===== config.mk =====
export PLATFORM = sky130hd
export DESIGN_NAME = mem_wb_stage
export DESIGN_NICKNAME = d
export VERILOG_FILES = /design/src/rtl/mem_wb_stage.sv
export SDC_FILE = /design/constraint.sdc
export NUM_CORES = 1
export LEC_CHECK = 0
export ABC_CLOCK_PERIOD_IN_PS = 2270
export CORE_AREA = 3 3 97 99
export CTS_BUF_LIST = sky130_fd_sc_hd__clkbuf_16
export CTS_CLUSTER_SIZE = 30
export DETAILED_ROUTE_END_ITERATION = 10
export DIE_AREA = 0 0 100 102
export PLACE_DENSITY = 0.78
export REMOVE_ABC_BUFFERS = 1
export SLEW_MARGIN = 10
export SYNTH_ARGS = -nofsm -noshare
export SYNTH_HDL_FRONTEND = slang
export SYNTH_SLANG_ARGS = --single-unit

===== constraint.sdc =====
create_clock -name clk -period 2.27 [get_ports clk]
set_clock_uncertainty 0.15 [all_clocks]
set_input_delay 0.681 -clock clk [delete_from_list [all_inputs] [get_ports clk]]
set_output_delay 0.681 -clock clk [all_outputs]
set_load 0.03 [all_outputs]

===== src/rtl/mem_wb_stage.sv =====
// -----------------------------------------------------------------------------
// mem_wb_stage
//
// Memory stage of the 16-bit pipeline. Holds the EX/MEM register, issues loads
// and stores to the data-memory port over a req/done handshake, stalls EX
// while an access is outstanding, and produces the registered MEM/WB
// write-back bundle. Misaligned accesses, memory faults and access timeouts
// drive the stage into a sticky error state that only rst leaves.
//
// Ports
//   clk, rst            clock, synchronous active-high reset
//   ex_*                instruction presented by EX; ex_ready is combinational
//   dmem_req/wr/addr/wdata  request to data memory (stable while req is high)
//   dmem_done/rdata/err     response from data memory (ignored while req low)
//   wb_*                registered write-back bundle, wb_valid is a 1-cycle pulse
//   err, err_code       sticky error flag and cause (01 fault, 10 misaligned,
//                       11 timeout)
// -----------------------------------------------------------------------------
module mem_wb_stage #(
    parameter int TIMEOUT = 64
) (
    input  logic        clk,
    input  logic        rst,
    input  logic        ex_valid,
    output logic        ex_ready,
    input  logic [15:0] ex_writedata,
    input  logic        ex_wrt_dmem,
    input  logic        ex_mem_write,
    input  logic [15:0] ex_addr,
    input  logic [15:0] ex_store_data,
    input  logic        ex_reg_write,
    input  logic [2:0]  ex_wb_reg,
    output logic        dmem_req,
    output logic        dmem_wr,
    output logic [15:0] dmem_addr,
    output logic [15:0] dmem_wdata,
    input  logic        dmem_done,
    input  logic [15:0] dmem_rdata,
    input  logic        dmem_err,
    output logic        wb_valid,
    output logic        wb_reg_write,
    output logic [2:0]  wb_reg,
    output logic [15:0] wb_data,
    output logic        err,
    output logic [1:0]  err_code
);

    localparam int CNT_W = $clog2(TIMEOUT);
    localparam logic [CNT_W-1:0] CNT_LAST = CNT_W'(TIMEOUT - 1);

    typedef enum logic [0:0] {
        ST_RUN = 1'b0,
        ST_ERR = 1'b1
    } state_t;

    // EX/MEM register
    logic        m_valid_r;
    logic        m_load_r;
    logic        m_store_r;
    logic        m_mis_r;
    logic [15:0] m_addr_r;
    logic [15:0] m_sdata_r;
    logic [15:0] m_wdata_r;
    logic        m_rw_r;
    logic [2:0]  m_reg_r;

    // MEM/WB register
    logic        wb_valid_r;
    logic        wb_reg_write_r;
    logic [2:0]  wb_reg_r;
    logic [15:0] wb_data_r;

    // Error FSM and timeout counter
    state_t           state_r;
    state_t           state_nx_s;
    logic [1:0]       err_code_r;
    logic [1:0]       err_code_nx_s;
    logic [CNT_W-1:0] tmo_cnt_r;

    logic err_s;
    logic m_mem_s;
    logic m_complete_s;
    logic ex_ready_s;
    logic accept_s;
    logic dmem_req_s;
    logic tmo_hit_s;

    assign err_s   = (state_r == ST_ERR);
    assign m_mem_s = m_load_r | m_store_r;

    // A memory instruction finishes only on a clean done; a fault wins over
    // a simultaneous done, and nothing completes once the stage is in error.
    assign m_complete_s = m_valid_r & (~m_mem_s | (dmem_done & ~dmem_err))
                        & ~m_mis_r & ~err_s;

    assign ex_ready_s = ~err_s & (~m_valid_r | m_complete_s);
    assign accept_s   = ex_valid & ex_ready_s;
    assign dmem_req_s = m_valid_r & m_mem_s & ~m_mis_r & ~err_s;

    // Counter holds TIMEOUT-1 during the last allowed request cycle; a done
    // in that cycle is still accepted.
    assign tmo_hit_s = dmem_req_s & ~dmem_done & (tmo_cnt_r == CNT_LAST);

    assign ex_ready     = ex_ready_s;
    assign dmem_req     = dmem_req_s;
    assign dmem_wr      = m_store_r;
    assign dmem_addr    = m_addr_r;
    assign dmem_wdata   = m_sdata_r;
    assign wb_valid     = wb_valid_r;
    assign wb_reg_write = wb_reg_write_r;
    assign wb_reg       = wb_reg_r;
    assign wb_data      = wb_data_r;
    assign err          = err_s;
    assign err_code     = err_code_r;

    // EX/MEM register: load on transfer, retire on completion, hold on stall.
    always_ff @(posedge clk) begin
        if (rst) begin
            m_valid_r <= 1'b0;
            m_load_r  <= 1'b0;
            m_store_r <= 1'b0;
            m_mis_r   <= 1'b0;
            m_addr_r  <= 16'h0000;
            m_sdata_r <= 16'h0000;
            m_wdata_r <= 16'h0000;
            m_rw_r    <= 1'b0;
            m_reg_r   <= 3'b000;
        end else if (accept_s) begin
            m_valid_r <= 1'b1;
            m_load_r  <= ex_wrt_dmem;
            m_store_r <= ex_mem_write;
            m_mis_r   <= (ex_wrt_dmem | ex_mem_write) & ex_addr[0];
            m_addr_r  <= ex_addr;
            m_sdata_r <= ex_store_data;
            m_wdata_r <= ex_writedata;
            m_rw_r    <= ex_reg_write;
            m_reg_r   <= ex_wb_reg;
        end else if (m_complete_s) begin
            m_valid_r <= 1'b0;
        end else begin
            m_valid_r <= m_valid_r;
        end
    end

    // Write-back register: valid pulses per completion, payload held otherwise.
    always_ff @(posedge clk) begin
        if (rst) begin
            wb_valid_r     <= 1'b0;
            wb_reg_write_r <= 1'b0;
            wb_reg_r       <= 3'b000;
            wb_data_r      <= 16'h0000;
        end else begin
            wb_valid_r     <= m_complete_s;
            wb_reg_write_r <= m_complete_s & m_rw_r & ~m_store_r;
            if (m_complete_s) begin
                wb_data_r <= m_load_r ? dmem_rdata : m_wdata_r;
                wb_reg_r  <= m_reg_r;
            end else begin
                wb_data_r <= wb_data_r;
                wb_reg_r  <= wb_reg_r;
            end
        end
    end

    // Request-cycle counter for the outstanding access.
    always_ff @(posedge clk) begin
        if (rst) begin
            tmo_cnt_r <= {CNT_W{1'b0}};
        end else if (!dmem_req_s || dmem_done) begin
            tmo_cnt_r <= {CNT_W{1'b0}};
        end else begin
            tmo_cnt_r <= tmo_cnt_r + CNT_W'(1);
        end
    end

    // Error FSM state and cause register.
    always_ff @(posedge clk) begin
        if (rst) begin
            state_r    <= ST_RUN;
            err_code_r <= 2'b00;
        end else begin
            state_r    <= state_nx_s;
            err_code_r <= err_code_nx_s;
        end
    end

    // Error FSM next state; misalignment and request cannot coincide, and a
    // memory fault takes priority over a timeout in the same cycle.
    always_comb begin
        state_nx_s    = state_r;
        err_code_nx_s = err_code_r;
        case (state_r)
            ST_RUN: begin
                if (m_valid_r && m_mis_r) begin
                    state_nx_s    = ST_ERR;
                    err_code_nx_s = 2'b10;
                end else if (dmem_req_s && dmem_err) begin
                    state_nx_s    = ST_ERR;
                    err_code_nx_s = 2'b01;
                end else if (tmo_hit_s) begin
                    state_nx_s    = ST_ERR;
                    err_code_nx_s = 2'b11;
                end else begin
                    state_nx_s    = ST_RUN;
                    err_code_nx_s = err_code_r;
                end
            end
            ST_ERR: begin
                state_nx_s    = ST_ERR;
                err_code_nx_s = err_code_r;
            end
            default: begin
                state_nx_s    = ST_ERR;
                err_code_nx_s = err_code_r;
            end
        endcase
    end

endmodule

==> results by stage <==
Synthesis:
- The simple-gate area share of the yosys netlist is 0.233.
- The Yosys warning count is 0.
- The fraction of registers with async set/reset is 0.
- The share of synthesized area in the top cell type comes to 0.448.
- The cell with the most instances after synthesis is nand2b_1.
- Of the total synthesized cell area, the portion taken by full adders, half adders and majority gates is 0.00326.
- By area the synthesized netlist is led by dfxtp_1, mux2i_1, nand2b_1.
- The commonest cells after synthesis are nand2b_1, dfxtp_1, mux2i_1, nor2_1, a211oi_2.
- The parity-gate share of the synthesized area counting xor and xnor cells is 0.00912.
- The area fraction in compound gates after synthesis was 0.0720.
- Summing every instance area after synthesis gives 0.00384 mm^2.
- The instance count of the mapped netlist is roughly 380.
- Counting distinct cell types in the post-synthesis netlist gives 33.
- The largest family of logic cells by synthesized area is simple AND/OR/NAND/NOR gates.
- The number of enable-type register cells in the synthesized netlist is 0.
- In this run the mean area of a mapped cell was 10.2 um^2.
- The most instantiated flip-flop cell in the synthesis netlist is dfxtp_1.
- The mux contribution to synthesized area is 0.190.
- The portion of the post-synthesis area used by sequential elements is 0.448.
- The synthesized design spends more area on one cell type than any other, namely dfxtp_1.
- The synthesized flop and latch total is 86.

Worst setup path:
- The slowest stage of the critical path belongs to the cell or3b_1.
- The startpoint-to-endpoint class of the critical path is reg -> out.
- On the worst path, the slowest cell contributes a delay of 0.40 ns.
- Walking the worst path, the cells encountered are or3b_1 -> nor2_1 -> buf_4.
- Counting cells, the worst reg-to-reg path comes to 9.
- STA classifies the critical path startpoint as a flip-flop.
- The number of logic stages on the critical path including buffering is 3.
- STA classifies the critical path endpoint as a primary output.
- Counting both buffers and inverters, the worst setup path holds a total of 1.
- The cell family with the largest share of critical-path delay is simple AND/OR/NAND/NOR gates.
- The required time at the endpoint of the critical path is 1.44 ns.
- The maximum fanout along the worst path is 6.
- Data arrives at the worst endpoint at approximately 1.4 ns.

Drt:
- Summed over all layers, the routed wires come to 8690 um.
- The length of the first detailed-routing pass in iterations is 4.
- After detailed routing, the number of vias per cell comes to 4.80.
- The DRC violations left is 0.
- The final route contains 3018 vias.
- Dividing the detail-routed wire length by the instance count gives 13.8 um.
- After the first detailed-routing iteration, the DRC count stood at 41.
- The residual antenna-violating net count after detailed routing is 0.

STA:
- The post-route fraction of the period consumed by the critical path is 0.990.
- Setup violations remaining at the end of the flow were counted as 0.
- The number of pins with negative max-slew slack in the final report was 0.
- The final critical path time including I/O delays and setup is 2.25 ns.
- The worst-margin pin slew is roughly 0.36 ns.
- The worst-case headroom to the max-slew limit is 0.762.
- The count of final hold-check violations was 0.
- In the final timing run, aggregate negative setup slack is 0 ns.
- Based on the critical path, the design can be clocked at up to 445 MHz.
- Setup repair after global routing could not meet its margin everywhere.

Floorplan:
- The total area inside the core boundary comes to 0.00864 mm^2.
- The die covers 0.0102 mm^2.
- The height of the die is 102 um.
- The initial utilization of the core area, before any placement, comes to 0.445.
- 134 I/O pins were placed.
- From left edge to right edge, the die measures around 100 um.
- The number of core rows is 34.

Final layout:
- The summed area of non-filler cells in the final layout is 0.00572 mm^2.
- In the final layout, the share of cells above drive strength 1 is 0.123.
- The number of antenna cells inserted is 0.
- Measured on the finished design, the core utilization comes to 0.663.
- The post-synthesis to final-layout area growth is 49.0%.
- The net count of the finished layout is roughly 590.

Pwr:
- The fraction of power consumed by combinational cells is 0.238.
- In this run the power density over the cells is ~730 mW/mm^2.
- The clock network fraction of total power is 0.357.
- The internal power consumption is just over 3 mW.
- The static leakage is 2.22 nW.
- The total net switching power is about 1.1 mW.
- Of the total power, registers draw 0.405.
- Of the total power, the share spent switching nets is 0.263.
- IR analysis of the VDD net gives a maximum drop of around 0.44 mV.

Min path:
- The worst hold path was traced through 2 stages.
- The tightest min-delay check is of the reg -> reg type.

CTS:
- The H-tree depth is 3.
- In this run, post-CTS hold repair placed 0 buffers.
- Clock tree synthesis inserted a total of 9 buffers.
- The clock passes through at most 2 buffers.
- The tree is rooted in a clkbuf_16.
- Clock-pin slew was measured on the worst setup and hold paths at 0.06 ns.
- TritonCTS built the clock tree.
- For the worst-skew pair, the clock arrives at the later sink with an insertion delay of 0.32 ns.
- The tree built by TritonCTS fans out to 86 sinks.

Placed design:
- The HPWL after detailed placement is between 6000 and 7000 um.
- The count of buffers added on input and output ports is approximately 130.
- The congestion estimate from routability-driven global placement came to between 0.7 and 0.8.
- The placed instances occupy a cell area of 0.00539 mm^2.

Global routing:
- For this run, the total global-route usage over all layers was measured as 0.169.
- For this run, global-route usage on met2 was measured as 0.290.
- The initial antenna violation count is 0.
- The via count of the first global-routing pass was about 3100.
- The first global-routing pass estimated 14000 um of wire.
- Global routing finished with a remaining overflow of 0.
- The global-route layer with the greatest usage is met2.
- The met3 capacity usage during global routing is 0.0601.
- The maximum number of pins on one net before global-route repair is 44.
- The met1 routing resource usage after global routing is 0.205.

Run:
- The number of max-cap violations is 0.

Run status:
- The flow ran to the end, and the final reports show no timing, DRC or antenna violations.
## what timing repair did
action                                  CTS  global route
gates resized for setup                   9             2
pin swaps                                 2             3
endpoints found under the setup margin    2            45
cloned                                    0             0
hold endpoints to repair                  0             0
setup buffers                             4             1
## routing by layer
metal / wire [um] / up-vias
met5: 0 / -
met2: 4140 / 86
li1: - / 1535
met4: 98 / 0
met3: 694 / 11
met1: 3760 / 1386
## cell type report
cell class / instances / area [um^2]
clock inverter: 5 / 77.6
tap: 108 / 135
inverter: 2 / 7.51
fill: 692 / 2910
clock buffer: 9 / 225
multi-input combinational: 261 / 1970
sequential: 86 / 1720
timing repair buffer: 158 / 1590
## power groups by stage
stage	Sequential, mW	Clock (mW)	Combinational (mW)
floorplan	1.91	0	0.370
global placement	1.73	0	0.974
detailed placement	1.73	0	0.992
CTS	1.70	1.54	1.01
global route	1.72	1.60	1.06
finish	1.70	1.50	1.00
## cell families after synthesis
kind of cell | after synthesis
mux | 73
simple gates | 154
flops | 86
buf+inv | 29
fa+ha+maj | 1
compound gates | 29
xor+xnor | 4
## layout by cell type, fill, tap and decap left out, drive strengths merged, types with 3 or more instances in the layout
cell	n
nand3	3
a211oi	17
clkdlybuf4s50	127
inv	3
nand2	3
dfxtp	86
nor2	30
mux2i	73
clkbuf	9
buf	30
nand2b	109
a21oi	5
xor2	3
## tightest hold or removal path: stages, from the launching register on
cell and delay [ns]:
dfxtp_1 0.31, inv_1 0.06, a211oi_1 0.06
## through the flow
step                power (mW)  instances  setup WS [ns]  hold slack [ns]
global route              4.39        629        -0.0262            0.344
CTS                       4.25        628        0.00368            0.312
finish                    4.20        629         0.0231            0.318
detailed placement        2.73        610         -0.334            0.303
floorplan                 2.28        349          -3.12            0.276
global placement          2.70        610         -0.309            0.293
## final timing paths
kind                                   from       endpoint  slack (ns)
worst max register to register      dmem_wr  m_wdata_r[15]        0.11
worst min-delay path            err_code[0]    err_code[0]        0.32
worst max-delay path                m_mis_r       dmem_req        0.02
worst min register to register  err_code[0]    err_code[0]        0.32
Power figures use the tool's default switching activity.
